## src/rtl/uart_pkg.sv

```systemverilog
// ---------------------------------------------------------------------------
// uart_pkg
// Definitions shared by the uart command transmitter and receiver:
//   rx_state_e  - receive frame FSM states
//   byte_idx_e  - which byte of a command word the next good frame fills
//   DATA_BITS   - data bits per frame
//   odd_par()   - parity bit that makes {data, parity} contain an odd
//                 number of ones
// ---------------------------------------------------------------------------
package uart_pkg;

    localparam int DATA_BITS = 8;

    typedef enum logic [2:0] {
        IDLE   = 3'd0,
        START  = 3'd1,
        DATA   = 3'd2,
        PARITY = 3'd3,
        STOP   = 3'd4,
        BREAK  = 3'd5
    } rx_state_e;

    typedef enum logic {
        IDX_HIGH = 1'b0,
        IDX_LOW  = 1'b1
    } byte_idx_e;

    function automatic logic odd_par(input logic [DATA_BITS-1:0] data_byte);
        return ~^data_byte;
    endfunction

endpackage

```

## src/rtl/uart_cmd_rx_if.sv

```systemverilog
// ---------------------------------------------------------------------------
// uart_cmd_rx_if
// Read-side bundle of the uart command receiver.
//   read_data  - received word {high byte, low byte}
//   read_vld   - read_data holds an unconsumed word
//   read_rdy   - consumer accepts the word
//   parity_err - 1-cycle pulse, frame failed odd parity
//   frame_err  - 1-cycle pulse, stop bit sampled low
//   overrun    - 1-cycle pulse, completed word dropped
// Handshake: a word transfers on every clock edge where read_vld && read_rdy.
// Once read_vld is high, read_data is stable until that transfer happens;
// read_vld never drops without a transfer (except by reset).
// ---------------------------------------------------------------------------
interface uart_cmd_rx_if;
    logic [15:0] read_data;
    logic        read_vld;
    logic        read_rdy;
    logic        parity_err;
    logic        frame_err;
    logic        overrun;

    modport master (
        output read_data, read_vld, parity_err, frame_err, overrun,
        input  read_rdy
    );

    modport slave (
        input  read_data, read_vld, parity_err, frame_err, overrun,
        output read_rdy
    );
endinterface

```

## src/rtl/uart_rx_byte.sv

```systemverilog
// ---------------------------------------------------------------------------
// uart_rx_byte
// Synchronises the serial line and decodes one frame:
// start(0), 8 data bits MSB-first, odd parity, stop(1).
// Ports:
//   clk, rst_n  - clock, synchronous active-low reset
//   rx          - asynchronous serial input, idle high
//   data_byte   - received byte, meaningful while byte_vld is high
//   byte_vld    - 1-cycle pulse, good frame received
//   parity_err  - 1-cycle pulse, parity check failed
//   frame_err   - 1-cycle pulse, stop bit sampled low
//   state_dbg   - current frame FSM state
// All three pulses come from the stop-bit sample cycle, so at most one of
// them is high at a time.
// ---------------------------------------------------------------------------
module uart_rx_byte
    import uart_pkg::*;
#(
    parameter int CLKS_PER_BIT = 16,
    parameter int SYNC_STAGES  = 2
) (
    input  logic                 clk,
    input  logic                 rst_n,
    input  logic                 rx,
    output logic [DATA_BITS-1:0] data_byte,
    output logic                 byte_vld,
    output logic                 parity_err,
    output logic                 frame_err,
    output rx_state_e            state_dbg
);

    localparam int CW = $clog2(CLKS_PER_BIT);
    localparam logic [CW-1:0] HALF_M1 = CW'(CLKS_PER_BIT / 2 - 1);
    localparam logic [CW-1:0] FULL_M1 = CW'(CLKS_PER_BIT - 1);
    localparam logic [2:0]    LAST_BIT = 3'(DATA_BITS - 1);

    logic [SYNC_STAGES-1:0] sync_q;
    logic                   rxs;

    rx_state_e              state_q, state_d;
    logic [CW-1:0]          cnt_q, cnt_d;
    logic [2:0]             bit_q, bit_d;
    logic [DATA_BITS-1:0]   shreg_q, shreg_d;
    logic                   par_q, par_d;

    // Flops reset to 1 so a reset does not look like a start bit.
    always_ff @(posedge clk) begin
        if (!rst_n) sync_q <= '1;
        else        sync_q <= {sync_q[SYNC_STAGES-2:0], rx};
    end

    assign rxs = sync_q[SYNC_STAGES-1];

    always_ff @(posedge clk) begin
        if (!rst_n) begin
            state_q <= IDLE;
            cnt_q   <= '0;
            bit_q   <= '0;
            shreg_q <= '0;
            par_q   <= 1'b0;
        end else begin
            state_q <= state_d;
            cnt_q   <= cnt_d;
            bit_q   <= bit_d;
            shreg_q <= shreg_d;
            par_q   <= par_d;
        end
    end

    always_comb begin
        state_d    = state_q;
        cnt_d      = cnt_q;
        bit_d      = bit_q;
        shreg_d    = shreg_q;
        par_d      = par_q;
        byte_vld   = 1'b0;
        parity_err = 1'b0;
        frame_err  = 1'b0;

        case (state_q)
            IDLE: begin
                if (!rxs) begin
                    state_d = START;
                    cnt_d   = '0;
                end
            end
            // Half a bit in, re-check the start bit; a high here was a glitch.
            START: begin
                if (cnt_q == HALF_M1) begin
                    cnt_d = '0;
                    bit_d = '0;
                    state_d = rxs ? IDLE : DATA;
                end else begin
                    cnt_d = cnt_q + 1'b1;
                end
            end
            // From mid-start, one full period lands on mid-bit of each field.
            DATA: begin
                if (cnt_q == FULL_M1) begin
                    cnt_d   = '0;
                    shreg_d = {shreg_q[DATA_BITS-2:0], rxs};
                    if (bit_q == LAST_BIT) state_d = PARITY;
                    else                   bit_d = bit_q + 3'd1;
                end else begin
                    cnt_d = cnt_q + 1'b1;
                end
            end
            PARITY: begin
                if (cnt_q == FULL_M1) begin
                    cnt_d   = '0;
                    par_d   = rxs;
                    state_d = STOP;
                end else begin
                    cnt_d = cnt_q + 1'b1;
                end
            end
            STOP: begin
                if (cnt_q == FULL_M1) begin
                    cnt_d = '0;
                    if (!rxs) begin
                        frame_err = 1'b1;
                        state_d   = BREAK;
                    end else if (par_q != odd_par(shreg_q)) begin
                        parity_err = 1'b1;
                        state_d    = IDLE;
                    end else begin
                        byte_vld = 1'b1;
                        state_d  = IDLE;
                    end
                end else begin
                    cnt_d = cnt_q + 1'b1;
                end
            end
            // Line held low: wait for it to return high before hunting again.
            BREAK: begin
                if (rxs) state_d = IDLE;
            end
            default: state_d = IDLE;
        endcase
    end

    assign data_byte = shreg_q;
    assign state_dbg = state_q;

endmodule

```

## src/rtl/uart_cmd_rx.sv

```systemverilog
// ---------------------------------------------------------------------------
// uart_cmd_rx
// Receives the two-frame command stream (high byte first) and presents
// 16-bit words on a valid/ready handshake.
// Ports:
//   clk, rst_n - clock, synchronous active-low reset
//   rx         - asynchronous serial input, idle high
//   bus        - read-side bundle (uart_cmd_rx_if.master): read_data,
//                read_vld, read_rdy, parity_err, frame_err, overrun
// A word completes on the stop sample of the low frame; read_vld rises on
// the next edge. A completion while a word waits unaccepted is dropped and
// flagged with overrun. Any frame error restarts pairing at the high byte.
// ---------------------------------------------------------------------------
module uart_cmd_rx
    import uart_pkg::*;
#(
    parameter int CLKS_PER_BIT = 16,
    parameter int SYNC_STAGES  = 2
) (
    input  logic         clk,
    input  logic         rst_n,
    input  logic         rx,
    uart_cmd_rx_if.master bus
);

    logic [DATA_BITS-1:0] rx_byte;
    logic                 rx_vld;
    logic                 rx_perr;
    logic                 rx_ferr;
    rx_state_e            rx_state;

    byte_idx_e            idx_q;
    logic [DATA_BITS-1:0] high_q;
    logic [15:0]          read_data_q;
    logic                 read_vld_q;
    logic                 parity_err_q;
    logic                 frame_err_q;
    logic                 overrun_q;
    logic                 word_done;

    uart_rx_byte #(
        .CLKS_PER_BIT (CLKS_PER_BIT),
        .SYNC_STAGES  (SYNC_STAGES)
    ) u_rx (
        .clk        (clk),
        .rst_n      (rst_n),
        .rx         (rx),
        .data_byte  (rx_byte),
        .byte_vld   (rx_vld),
        .parity_err (rx_perr),
        .frame_err  (rx_ferr),
        .state_dbg  (rx_state)
    );

    assign word_done = rx_vld && (idx_q == IDX_LOW);

    always_ff @(posedge clk) begin
        if (!rst_n) begin
            idx_q        <= IDX_HIGH;
            high_q       <= '0;
            read_data_q  <= '0;
            read_vld_q   <= 1'b0;
            parity_err_q <= 1'b0;
            frame_err_q  <= 1'b0;
            overrun_q    <= 1'b0;
        end else begin
            parity_err_q <= rx_perr;
            frame_err_q  <= rx_ferr;
            overrun_q    <= 1'b0;

            // Pairing: an error throws away any held high byte.
            if (rx_perr || rx_ferr) begin
                idx_q <= IDX_HIGH;
            end else if (rx_vld) begin
                if (idx_q == IDX_HIGH) begin
                    high_q <= rx_byte;
                    idx_q  <= IDX_LOW;
                end else begin
                    idx_q <= IDX_HIGH;
                end
            end

            // Output slot: load when empty or being drained this cycle,
            // otherwise the new word is lost.
            if (word_done) begin
                if (!read_vld_q || bus.read_rdy) begin
                    read_data_q <= {high_q, rx_byte};
                    read_vld_q  <= 1'b1;
                end else begin
                    overrun_q <= 1'b1;
                end
            end else if (read_vld_q && bus.read_rdy) begin
                read_vld_q <= 1'b0;
            end
        end
    end

    assign bus.read_data  = read_data_q;
    assign bus.read_vld   = read_vld_q;
    assign bus.parity_err = parity_err_q;
    assign bus.frame_err  = frame_err_q;
    assign bus.overrun    = overrun_q;

endmodule

```

## src/flat_wrapper.sv

```systemverilog
// flat-port wrapper written by rule: the top's interface ports become plain ports
module uart_cmd_rx_flat import uart_pkg::*;
#(
    parameter int CLKS_PER_BIT = 16,
    parameter int SYNC_STAGES  = 2
)
  (clk, rst_n, rx, bus_read_data, bus_read_vld, bus_parity_err, bus_frame_err, bus_overrun, bus_read_rdy);
  uart_cmd_rx_if bus_i ();
  input  logic clk;
  input  logic rst_n;
  input  logic rx;
  output wire logic [$bits(bus_i.read_data)-1:0] bus_read_data;
  output wire logic [$bits(bus_i.read_vld)-1:0] bus_read_vld;
  output wire logic [$bits(bus_i.parity_err)-1:0] bus_parity_err;
  output wire logic [$bits(bus_i.frame_err)-1:0] bus_frame_err;
  output wire logic [$bits(bus_i.overrun)-1:0] bus_overrun;
  input wire logic [$bits(bus_i.read_rdy)-1:0] bus_read_rdy;
  assign bus_read_data = bus_i.read_data;
  assign bus_read_vld = bus_i.read_vld;
  assign bus_parity_err = bus_i.parity_err;
  assign bus_frame_err = bus_i.frame_err;
  assign bus_overrun = bus_i.overrun;
  assign bus_i.read_rdy = bus_read_rdy;
  uart_cmd_rx #(.CLKS_PER_BIT(CLKS_PER_BIT), .SYNC_STAGES(SYNC_STAGES)) u_core (.clk(clk), .rst_n(rst_n), .rx(rx), .bus(bus_i));
endmodule
```

## config.mk

```make
export PLATFORM = sky130hd
export DESIGN_NAME = uart_cmd_rx_flat
export DESIGN_NICKNAME = d
export VERILOG_FILES = /design/src/rtl/uart_pkg.sv /design/src/rtl/uart_cmd_rx_if.sv /design/src/rtl/uart_rx_byte.sv /design/src/rtl/uart_cmd_rx.sv /design/src/flat_wrapper.sv
export SDC_FILE = /design/constraint.sdc
export NUM_CORES = 1
export LEC_CHECK = 0
export CORE_UTILIZATION = 44
export CTS_CLUSTER_SIZE = 28
export DETAILED_ROUTE_END_ITERATION = 10
export GPL_TIMING_DRIVEN = 0
export PLACE_DENSITY = 0.75
export RECOVER_POWER = 100
export SYNTH_ARGS = -nofsm -noshare
export SYNTH_HDL_FRONTEND = slang
export SYNTH_SLANG_ARGS = --single-unit
```

## constraint.sdc

```tcl
create_clock -name clk -period 2.4 [get_ports clk]
set_clock_uncertainty 0.2 [all_clocks]
set_input_delay 0.24 -clock clk [delete_from_list [all_inputs] [get_ports clk]]
set_output_delay 0.24 -clock clk [all_outputs]
set_load 0.03 [all_outputs]
```

==> results_dict.tcl <==
set metrics [dict create \
    outcome "complete, no violations" \
    power_mw 1.47 \
    antenna_found_initial 0 \
    die_width_um 74.1 \
    worstPathArrival_ns 2.21 \
    cts.sinks 50 \
    path_depth 8 \
    vias 1845 \
    antenna_cells 0 \
    setup_tns_ns 0 \
    critPathMaxFanout 10 \
    cts_buffers 5 \
    synth-main-ff-cell "dfxtp_1" \
    gp_congestion 0.813 \
    drt_wl_total_um 4520 \
    yosys_warnings 0 \
    setup_ws_ns 0.170 \
    pre_cts_ws_ns 0.0871 \
    grt_pass1_vias 1736 \
    ctsResizeCount 0 \
    vias_per_cell 5.21 \
    relSlewSlack 0.643 \
    synth_async_sr_flop_share 0 \
    setup_violations 0 \
    yosys-top-cells-area "dfxtp_1, mux2i_1, nand2_1" \
    start_util 0.472 \
    drive_above_1_share 0.0906 \
    placed_cells 347 \
    syn_area_sq_um 2290 \
    dp.final_hpwl_um 3260 \
    cts-root-buf "clkbuf_8" \
    clkTransAtPathRegs_ns 0.08 \
    synthCells 257 \
    cp_top_family "simple AND/OR/NAND/NOR gates" \
    ir_drop_mv 0.401 \
    report.final.slew_viol_count 0 \
    synth_top_area_frac 0.438 \
    core_area_sq_um 4850 \
    synth_xor_xnor_area_share 0.0656 \
    area_delta_synth_final_pct 18.2 \
    fin_crit_sh 0.929 \
    io_pins 24 \
    setup.worst_path.start_class "register" \
    period_minus_slack_ns 2.23 \
    synth_seq_cells 50 \
    final_area_sq_um 2700 \
    synth_fa_ha_area_frac 0.0164 \
    cts_max_path_buffers 2 \
    max_stage_delay_ns 0.38 \
    rows 25 \
    maxCapViolCount 0 \
    worst_ep_required_time_ns 2.38 \
    drcViolationCount 0 \
    crit_slowest_cell "dfxtp_1" \
    power_density_nw_per_um2 545 \
    crit_type "reg -> reg" \
    netlist.top_cell.by_area "dfxtp_1" \
    ys_types 43 \
    post_cts_buffers 0 \
    synth.area.mux_share 0.0788 \
    post_dp_cell_area_sq_um 2600 \
    clock.fmax_mhz 448 \
    p_leak_nw 0.981 \
    synthSimpleGateAreaFrac 0.209 \
    wire_per_inst_um 12.8 \
    fin_cells 354 \
    portBuffers 23 \
    utilization 0.558 \
    hp-class "reg -> reg" \
    grt_pass1_wl_um 7810 \
    die_h_um 74.1 \
    htreeDepth 2 \
    clk-insertion-delay-late_ns 0.30 \
    r2r_cells 8 \
    crit_start "u_core.u_rx.cnt_q[0]" \
    nets 294 \
    hold_buffers 0 \
    tritoncts "yes" \
    r2r_end "u_core.bus.read_data[8]" \
    timing.rr.start "u_core.u_rx.cnt_q[0]" \
    synth-edff-count 0 \
    drtIter0Drc 64 \
    cp_num_buf_inv 2 \
    syn_nets 264 \
    synth_compound_area_frac 0.135 \
    grt_max_degree 15 \
    track_usage 0.185 \
    cp-endpoint "u_core.bus.read_data[8]" \
    yosysSeqAreaShare 0.438 \
    r2r_slack_ns 0.17 \
    design.die.area_sq_um 5490 \
    yosysMostFrequentCell "dfxtp_1" \
    finalHoldViolCount 0 \
    rsz0062_at_grt "no" \
    gr-total-overflow 0 \
    drtPass1Iterations 4 \
    cp_cell_sequence "ha_1, and2_1, and4_1, buf_2, nand2_2, clkbuf_2, o21ai_0, a21oi_1" \
    synth_top_family_by_area "simple AND/OR/NAND/NOR gates" \
    worst_pin_slew_ns 0.535 \
    fillers 444 \
    synthTopCellsByCount "dfxtp_1, nand2_1, a21oi_1" \
    postSynthAreaPerCell_sq_um 8.90 \
    drt.antenna.violating_nets 0 \
    hold_ws_ns 0.222 \
    crit_path_end_kind "register" \
]
-- worst min path at each step --
stage	start	end	slack, ns	cells after the start
floorplan	rst_n	u_core.u_rx.sync_q[0]	0.11	1
global placement	u_core.u_rx.sync_q[0]	u_core.u_rx.sync_q[1]	0.19	1
detailed placement	u_core.u_rx.sync_q[0]	u_core.u_rx.sync_q[1]	0.21	1
CTS	u_core.u_rx.sync_q[0]	u_core.u_rx.sync_q[1]	0.23	1
global route	u_core.u_rx.sync_q[0]	u_core.u_rx.sync_q[1]	0.24	1
finish	u_core.u_rx.sync_q[0]	u_core.u_rx.sync_q[1]	0.22	1
-- kinds of logic (layout without fill, tap and decap cells) --
logic type	count (synthesis)	after routing
adder cells (fa/ha/maj)	3	3
XOR/XNOR	9	9
flip-flops	50	50
AO/OA/AOI/OAI	56	56
AND/OR/NAND/NOR	96	96
buffers and inverters	25	55
multiplexers	18	18
-- registers in the layout, summed over array words and instances (netlist names), 2 cells and up --
register,cells
u_core.bus.read_data,16
u_core.high_q,8
u_core.u_rx.data_byte,8
u_core.u_rx.cnt_q,4
u_core.u_rx.bit_q,3
u_core.u_rx.state_dbg,3
u_core.u_rx.sync_q,2
-- layout by cell type (no fill, tap or decap), drive strengths merged, types with 3 or more instances in the layout --
| cell | n |
|---|---|
| a21oi | 24 |
| a31oi | 3 |
| buf | 7 |
| clkbuf | 17 |
| dfxtp | 50 |
| dlygate4sd3 | 21 |
| ha | 3 |
| inv | 4 |
| mux2i | 18 |
| nand2 | 34 |
| nand2b | 3 |
| nand3 | 5 |
| nand4 | 16 |
| nor2 | 17 |
| o21ai | 22 |
| or2 | 3 |
| or3 | 4 |
| xnor2 | 5 |
| xor2 | 3 |
-- layer usage --
layer  wire [um]  global-route usage  vias up
met2        2070               0.292       32
met1        2230               0.249      843
met5           0                   0        -
li1            -                   -      963
met4          69              0.0641        0
met3         159              0.0407        7
-- layout make-up --
| class | count | area, sq um | area share |
|---|---|---|---|
| Buffer | 20 | 113 | 0.0416 |
| Clock buffer | 6 | 82.6 | 0.0305 |
| Clock inverter | 1 | 30.0 | 0.0111 |
| Inverter | 5 | 18.8 | 0.00694 |
| Multi-Input combinational cell | 182 | 1140 | 0.423 |
| Sequential cell | 50 | 1000 | 0.370 |
| Tap cell | 67 | 83.8 | 0.0310 |
| Timing Repair Buffer | 23 | 230 | 0.0851 |
-- report_power, final --
group          switching [mW]  internal [mW]  leakage [nW]  total (mW)
registers             0.00122          0.831         0.403       0.833
clock network           0.267          0.334        0.0573       0.601
logic                  0.0261         0.0134         0.520      0.0394
(Power assumes the default switching activity.)
